==> src/rtl/iob_fifo2axis.sv <==
// Drains a 1-cycle-latency FIFO read port into an AXI-Stream master.
// A two-word output buffer (obuf + sbuf) hides the read latency so the stream runs at one word per cycle.
module iob_fifo2axis #(
  parameter int DATA_W = 21,
  parameter int LEN_W  = 16
) (
  input  logic              clk_i,
  input  logic              cke_i,
  input  logic              rst_i,
  input  logic              en_i,
  input  logic [LEN_W-1:0]  len_i,
  output logic              fifo_read_o,
  input  logic [DATA_W-1:0] fifo_rdata_i,
  input  logic              fifo_empty_i,
  output logic [DATA_W-1:0] axis_tdata_o,
  output logic              axis_tvalid_o,
  input  logic              axis_tready_i,
  output logic              axis_tlast_o,
  output logic [LEN_W-1:0]  word_cnt_o
);

  // Handshake: a word transfers on a cycle where tvalid and tready are both high;
  // tvalid, tdata and tlast stay fixed until that cycle, and tvalid never depends on tready.

  logic [1:0]        count_q, count_d;
  logic              pend_q, pend_d;
  logic [LEN_W-1:0]  wcnt_q, wcnt_d;
  logic [DATA_W-1:0] obuf_q, obuf_d;
  logic [DATA_W-1:0] sbuf_q, sbuf_d;

  logic              pop;
  logic [1:0]        kept;
  logic [2:0]        occ;
  logic [LEN_W-1:0]  len_last;

  assign axis_tvalid_o = (count_q != 2'd0);
  assign axis_tdata_o  = obuf_q;
  assign len_last      = len_i - LEN_W'(1);
  assign axis_tlast_o  = axis_tvalid_o & (len_i != '0) & (wcnt_q == len_last);
  assign word_cnt_o    = wcnt_q;

  always_comb begin
    pop  = axis_tvalid_o & axis_tready_i;
    kept = count_q - {1'b0, pop};
    occ  = {1'b0, kept} + {2'b00, pend_q};
    // Occupancy after this cycle's pop, counting the word still in flight, must leave room.
    fifo_read_o = cke_i & ~rst_i & en_i & ~fifo_empty_i & (occ < 3'd2);
  end

  always_comb begin
    count_d = occ[1:0];
    pend_d  = fifo_read_o;
    obuf_d  = obuf_q;
    sbuf_d  = sbuf_q;
    wcnt_d  = wcnt_q;
    if (pop && (count_q == 2'd2)) begin
      obuf_d = sbuf_q;
    end
    if (pend_q) begin
      if (kept == 2'd0) begin
        obuf_d = fifo_rdata_i;
      end else begin
        sbuf_d = fifo_rdata_i;
      end
    end
    if (pop) begin
      wcnt_d = axis_tlast_o ? '0 : (wcnt_q + LEN_W'(1));
    end
  end

  always_ff @(posedge clk_i) begin
    if (cke_i) begin
      if (rst_i) begin
        count_q <= 2'd0;
        pend_q  <= 1'b0;
        wcnt_q  <= '0;
        obuf_q  <= '0;
        sbuf_q  <= '0;
      end else begin
        count_q <= count_d;
        pend_q  <= pend_d;
        wcnt_q  <= wcnt_d;
        obuf_q  <= obuf_d;
        sbuf_q  <= sbuf_d;
      end
    end
  end

endmodule

==> config.mk <==
export PLATFORM = sky130hd
export DESIGN_NAME = iob_fifo2axis
export DESIGN_NICKNAME = d
export VERILOG_FILES = /design/src/rtl/iob_fifo2axis.sv
export SDC_FILE = /design/constraint.sdc
export NUM_CORES = 1
export LEC_CHECK = 0
export BUFFER_PORTS_ARGS = -buffer_cell sky130_fd_sc_hd__buf_2
export CORE_AREA = 3 3 67 115
export DETAILED_ROUTE_END_ITERATION = 10
export DIE_AREA = 0 0 70 118
export PLACE_DENSITY = 0.78
export SYNTH_ARGS = -nofsm -noshare
export SYNTH_HDL_FRONTEND = slang
export SYNTH_SLANG_ARGS = --single-unit
==> constraint.sdc <==
create_clock -name clk_i -period 3.4 [get_ports clk_i]
set_input_delay 0.17 -clock clk_i [delete_from_list [all_inputs] [get_ports clk_i]]
set_output_delay 0.17 -clock clk_i [all_outputs]
set_load 0.02 [all_outputs]
Word level (Yosys, flattened, before mapping)
Cells that the tools add are included.
{"block": "classes", "mux": 7, "bitwise": 9, "reduce_logical": 8, "order_cmp": 1, "n_addsub": 4, "eq_ne": 3}
{"operator": "21-bit 2-to-1 mux", "count": 5}
{"operator": "16-bit 2-to-1 mux", "count": 2}
{"operator": "16-bit by 1-bit adder with 16-bit output, second input constant", "count": 1}
{"operator": "16-bit == test", "count": 1}
{"operator": "16-bit nonzero test", "count": 1}
{"operator": "16-bit by 1-bit subtractor with 16-bit output, second input constant", "count": 1}
{"operator": "1-bit AND", "count": 7}
{"operator": "2-bit nonzero test", "count": 3}
{"operator": "2-bit by 1-bit adder with 3-bit output", "count": 1}
{"operator": "3-bit by 2-bit less-than comparator with 1-bit output, second input constant", "count": 1}
{"operator": "3-bit AND reduction", "count": 1}
{"operator": "2-bit == test, second input constant", "count": 1}
{"operator": "2-bit zero test", "count": 1}
{"operator": "2-bit != test, second input constant", "count": 1}
{"operator": "1-bit inverter", "count": 2}
{"operator": "2-bit AND reduction", "count": 1}
{"operator": "2-bit by 1-bit subtractor with 2-bit output", "count": 1}
{"operator": "1-bit logical AND", "count": 1}
{"block": "word_totals", "ff_bits": 61, "out_inout_bits": 40, "inputBits": 43}

Longest topological paths before layout
{"block": "depth", "ltp_word": 6, "mapped_depth": 8}

Worst setup path after synthesis
OpenSTA, ideal clock, no wires.
{"block": "synth_path", "path_type": "register to register", "startpoint": "register count_q[1]", "endpoint": "register sbuf_q[0], enable pin", "n_path_buf": 0, "required_ps": 2999, "path_stages_with_launch": 8, "path_slack_ps": 590, "period_less_slack_ps": 2810, "arrival_time_ps": 2409, "path_cell_list": "edfxtp_1 -> or2_2 -> and2_1 -> ha_1 -> xnor2_1 -> nand2_1 -> a21oi_1 -> nor2b_1"}
{"block": "synth_via", "elab_chain_len": 6}
{"element": "from (decl)", "line_no": "25", "rtl": "logic [1:0] count_q, count_d;"}
{"element": "from (signal assigned)", "line_no": "80", "rtl": "count_q <= count_d;"}
{"element": "2-bit nonzero test", "line_no": "36", "rtl": "assign axis_tvalid_o = (count_q != 2'd0);"}
{"element": "net axis_tvalid_o", "line_no": "16", "rtl": "output logic axis_tvalid_o,"}
{"element": "1-bit AND", "line_no": "43", "rtl": "pop = axis_tvalid_o & axis_tready_i;"}
{"element": "2-bit by 1-bit subtractor with 2-bit output", "line_no": "44", "rtl": "kept = count_q - {1'b0, pop};"}
{"element": "2-bit zero test", "line_no": "60", "rtl": "if (kept == 2'd0) begin"}
{"element": "2-bit != test (no source line)"}
{"element": "3-bit AND reduction (no source line)"}
{"element": "to (signal assigned)", "line_no": "84", "rtl": "sbuf_q <= sbuf_d;"}
{"element": "to (decl)", "line_no": "29", "rtl": "logic [DATA_W-1:0] sbuf_q, sbuf_d;"}
The timed path passes the listed nets, and every way through them passes these cells.
A chain may end at the register's enable or synchronous reset.

Final worst setup path
{"block": "layout_path", "startpoint": "register wcnt_q[4] (netlist: word_cnt_o[4])", "endpoint": "output port axis_tlast_o"}
{"block": "layout_via", "elab_chain_len": 2}
{"element": "from (decl)", "line_no": "27", "rtl": "logic [LEN_W-1:0] wcnt_q, wcnt_d;"}
{"element": "from (signal assigned)", "line_no": "82", "rtl": "wcnt_q <= wcnt_d;"}
{"element": "16-bit == test", "line_no": "39", "rtl": "assign axis_tlast_o = axis_tvalid_o & (len_i != '0) & (wcnt_q == len_last);"}
{"element": "1-bit AND", "line_no": "39"}
{"element": "to (decl)", "line_no": "18", "rtl": "output logic axis_tlast_o,"}
Every way passes these cells.

==> metrics <==
Final Hold Fails 0; critical path data arrival time 2.56 ns; Overflow after GRT 0; total design power 2.210 mW; Mapped Nets 372; EDFF count, synth 61; ratio of cells with drive above 1 in the final layout 28.16%; Clock transition at path regs 0.05 ns; design area 4429 sq um; largest net degree at the start of global routing 43; Chip Width 70 um; Via Count 2831; Util after Layout 64.13%; Worst Skew 0.004782 ns; fmax 0.3663 GHz; initial core utilization 52.70%; min cycle time layout 2.730 ns; dpl ws 0.7968 ns; Syn Inst Count 324; # Max-Cap Violations 0; Critical Path Fanout Max 8; CTS Hold Bufs 0; Final HPWL DP 5.985 mm; Storage cell area 1832 sq um; RSZ-0062 raised after global routing false; post-synthesis sequential area ratio 50.33%; Placer Congestion 0.9145; PD cells 498.8 nW/um^2; Area after DPL 4130 sq um; # rows 40; Wirelength per Cell 16.29 um; measured slew at the worst slew-check pin 0.7353 ns; Total GRT Usage 20.54%; first-pass GRT wire length 13.63 mm; Iter 0 DRT Violations 135; WL final 8.079 mm; logic gate share of total power 16.9%; CP Class reg -> out; Async SR Flop Fraction 0%; vias in the first global route 2923; ys flop type edfxtp_1; initial antenna violation count 0; # clock sinks 61; total iterations of the first detailed-routing run 4; Residual DRC 0; post-route ant nets 0; fin crit share 80.29%; fin. max-slew vios 0; Avg Inst Size Synth 11.23 sq um; vias per cell 5.708; area of the multi-input gates 1685 sq um; switching share of power 26.85%; final setup margin 0.6702 ns; core box area 6907 sq um; TritonCTS Buffers 9; number of diodes 0; Final setup viols 0; Nets 455; CTS tree done; number of I/O port buffers 82; DIE AREA 8260 sq um; clock latency on the worst-skew pair 0.33 ns; Slew headroom 50.98%; critical path launch point type flop; H-tree Lvls 3; internal power component 1.616 mW; class of the worst hold path in -> reg; Area Growth Syn to Fin 21.69%; clock group share of total power 40.5%; Reg power frac 42.6%; final setup TNS 0 ns; post-CTS sizing 0; Layout fillers 579; Root Driver clkbuf_16; status completed; Max IR drop VDD 442.4 uV; synth unique cells 47; Yosys warning count 0; Syn Std Cell Area 3640 sq um; Pleak 1.826 nW; I/O pin total 83; Max Root-Sink Buffers 2; switching power 0.5932 mW; Setup crit end kind output pin; Yosys reg bits 61; Die Y 118 um; Req. time, crit path 3.23 ns; # Post-CTS Setup Buffers 0
## logic make-up (layout without fill, tap and decap cells)
logic type                 Yosys count  count (layout)  synth area share (%)
AOI/OAI and AO/OA                   61              61                 12.79
adders and majority gates            5               5                 1.719
xor gates and xnor gates            31              31                 7.666
muxes                               21              21                 5.775
DFF                                 61              61                 50.33
buffers and inverters               27             115                 3.437
and+or+nand+nor                    118             118                 18.29
## layout make-up
| cell class | count | area share, % |
|---|---|---|
| Multi-Input combinational cell | 236 | 38.05 |
| Tap cell | 84 | 2.373 |
| Timing Repair Buffer | 91 | 10.79 |
| Clock inverter | 7 | 1.667 |
| Inverter | 8 | 0.6780 |
| Sequential cell | 61 | 41.36 |
| Clock buffer | 9 | 5.085 |
## worst max-delay path, cell delays in order, from the launching register on
cell,delay [ns]
edfxtp_1,0.48
xnor2_1,0.38
o2111ai_4,0.16
a311o_1,0.37
nor4_4,0.46
and3_1,0.22
buf_2,0.16
## sequential cells by signal (all words and copies together), names as in the netlist
| register | flops |
|---|---|
| pend_q | 1 |
| sbuf_q | 21 |
| axis_tdata_o | 21 |
| word_cnt_o | 16 |
| count_q | 2 |
## through the flow
stage                     instances  hold WS [ns]
after detailed placement        480        0.4751
after CTS                       496        0.1295
final                           496        0.1392
after floorplan                 324        0.2825
after global routing            496        0.1507
after global placement          480        0.4731
## layout by cell type, fill, tap and decap left out, drive strengths merged, types with 2 or more instances in the layout
cell type,instances
xnor2,18
mux2i,21
a31oi,14
o21ai,5
clkinvlp,3
a211oi,23
nor4,5
nor2b,27
clkbuf,9
edfxtp,61
nor2,23
and4,2
ha,5
and3,8
inv,10
o21a,4
nor3b,3
nand2,15
a21oi,4
o2111ai,2
or3,2
a311oi,3
and2,3
nand4,6
buf,91
nand3,10
xor2,13
nor3,9
## routing by layer
metal / vias to the layer above / wire length, um / track usage [%]
li1: 1392 / - / -
met5: - / 0 / 0
met2: 98 / 4348 / 35.72
met1: 1326 / 3093 / 23.67
met4: 0 / 179 / 8.034
met3: 15 / 458 / 5.470
## cell usage after synthesis, drive strengths merged (3+ instances only)
| library cell | instances | area share [%] |
|---|---|---|
| a211oi | 23 | 4.7 |
| a21oi | 4 | 0.55 |
| a311oi | 3 | 0.72 |
| a31oi | 14 | 2.8 |
| and2 | 3 | 0.52 |
| and3 | 8 | 1.4 |
| buf | 7 | 1.4 |
| clkbuf | 12 | 1.2 |
| edfxtp | 61 | 50 |
| ha | 5 | 1.7 |
| inv | 8 | 0.83 |
| mux2i | 21 | 5.8 |
| nand2 | 15 | 1.5 |
| nand3 | 10 | 1.4 |
| nand4 | 6 | 1.0 |
| nor2 | 23 | 2.4 |
| nor2b | 27 | 4.7 |
| nor3 | 9 | 1.4 |
| nor3b | 3 | 0.62 |
| nor4 | 5 | 1.3 |
| o21a | 4 | 0.83 |
| o21ai | 5 | 0.69 |
| xnor2 | 18 | 4.3 |
| xor2 | 13 | 3.3 |
## worst paths after layout
| check | endpoint | start | depth (start not counted) | slack (ns) |
|---|---|---|---|---|
| min reg2reg | word_cnt_o[0] | word_cnt_o[0] | 1 | 0.72 |
| max reg2reg | sbuf_q[18] | count_q[1] | 8 | 0.86 |
| min | pend_q | fifo_empty_i | 2 | 0.14 |
| max | axis_tlast_o | word_cnt_o[4] | 6 | 0.67 |
## power groups by stage
stage	logic [mW]	clock network, mW	registers [mW]
2_1_floorplan	0.207	0	0.990
4_1_cts	0.375	0.911	0.942
6_report	0.373	0.896	0.941
5_1_grt	0.409	0.945	0.950
3_3_place_gp	0.363	0	0.953
3_5_place_dp	0.373	0	0.957
Note: power is estimated with default switching activity, not from simulation.
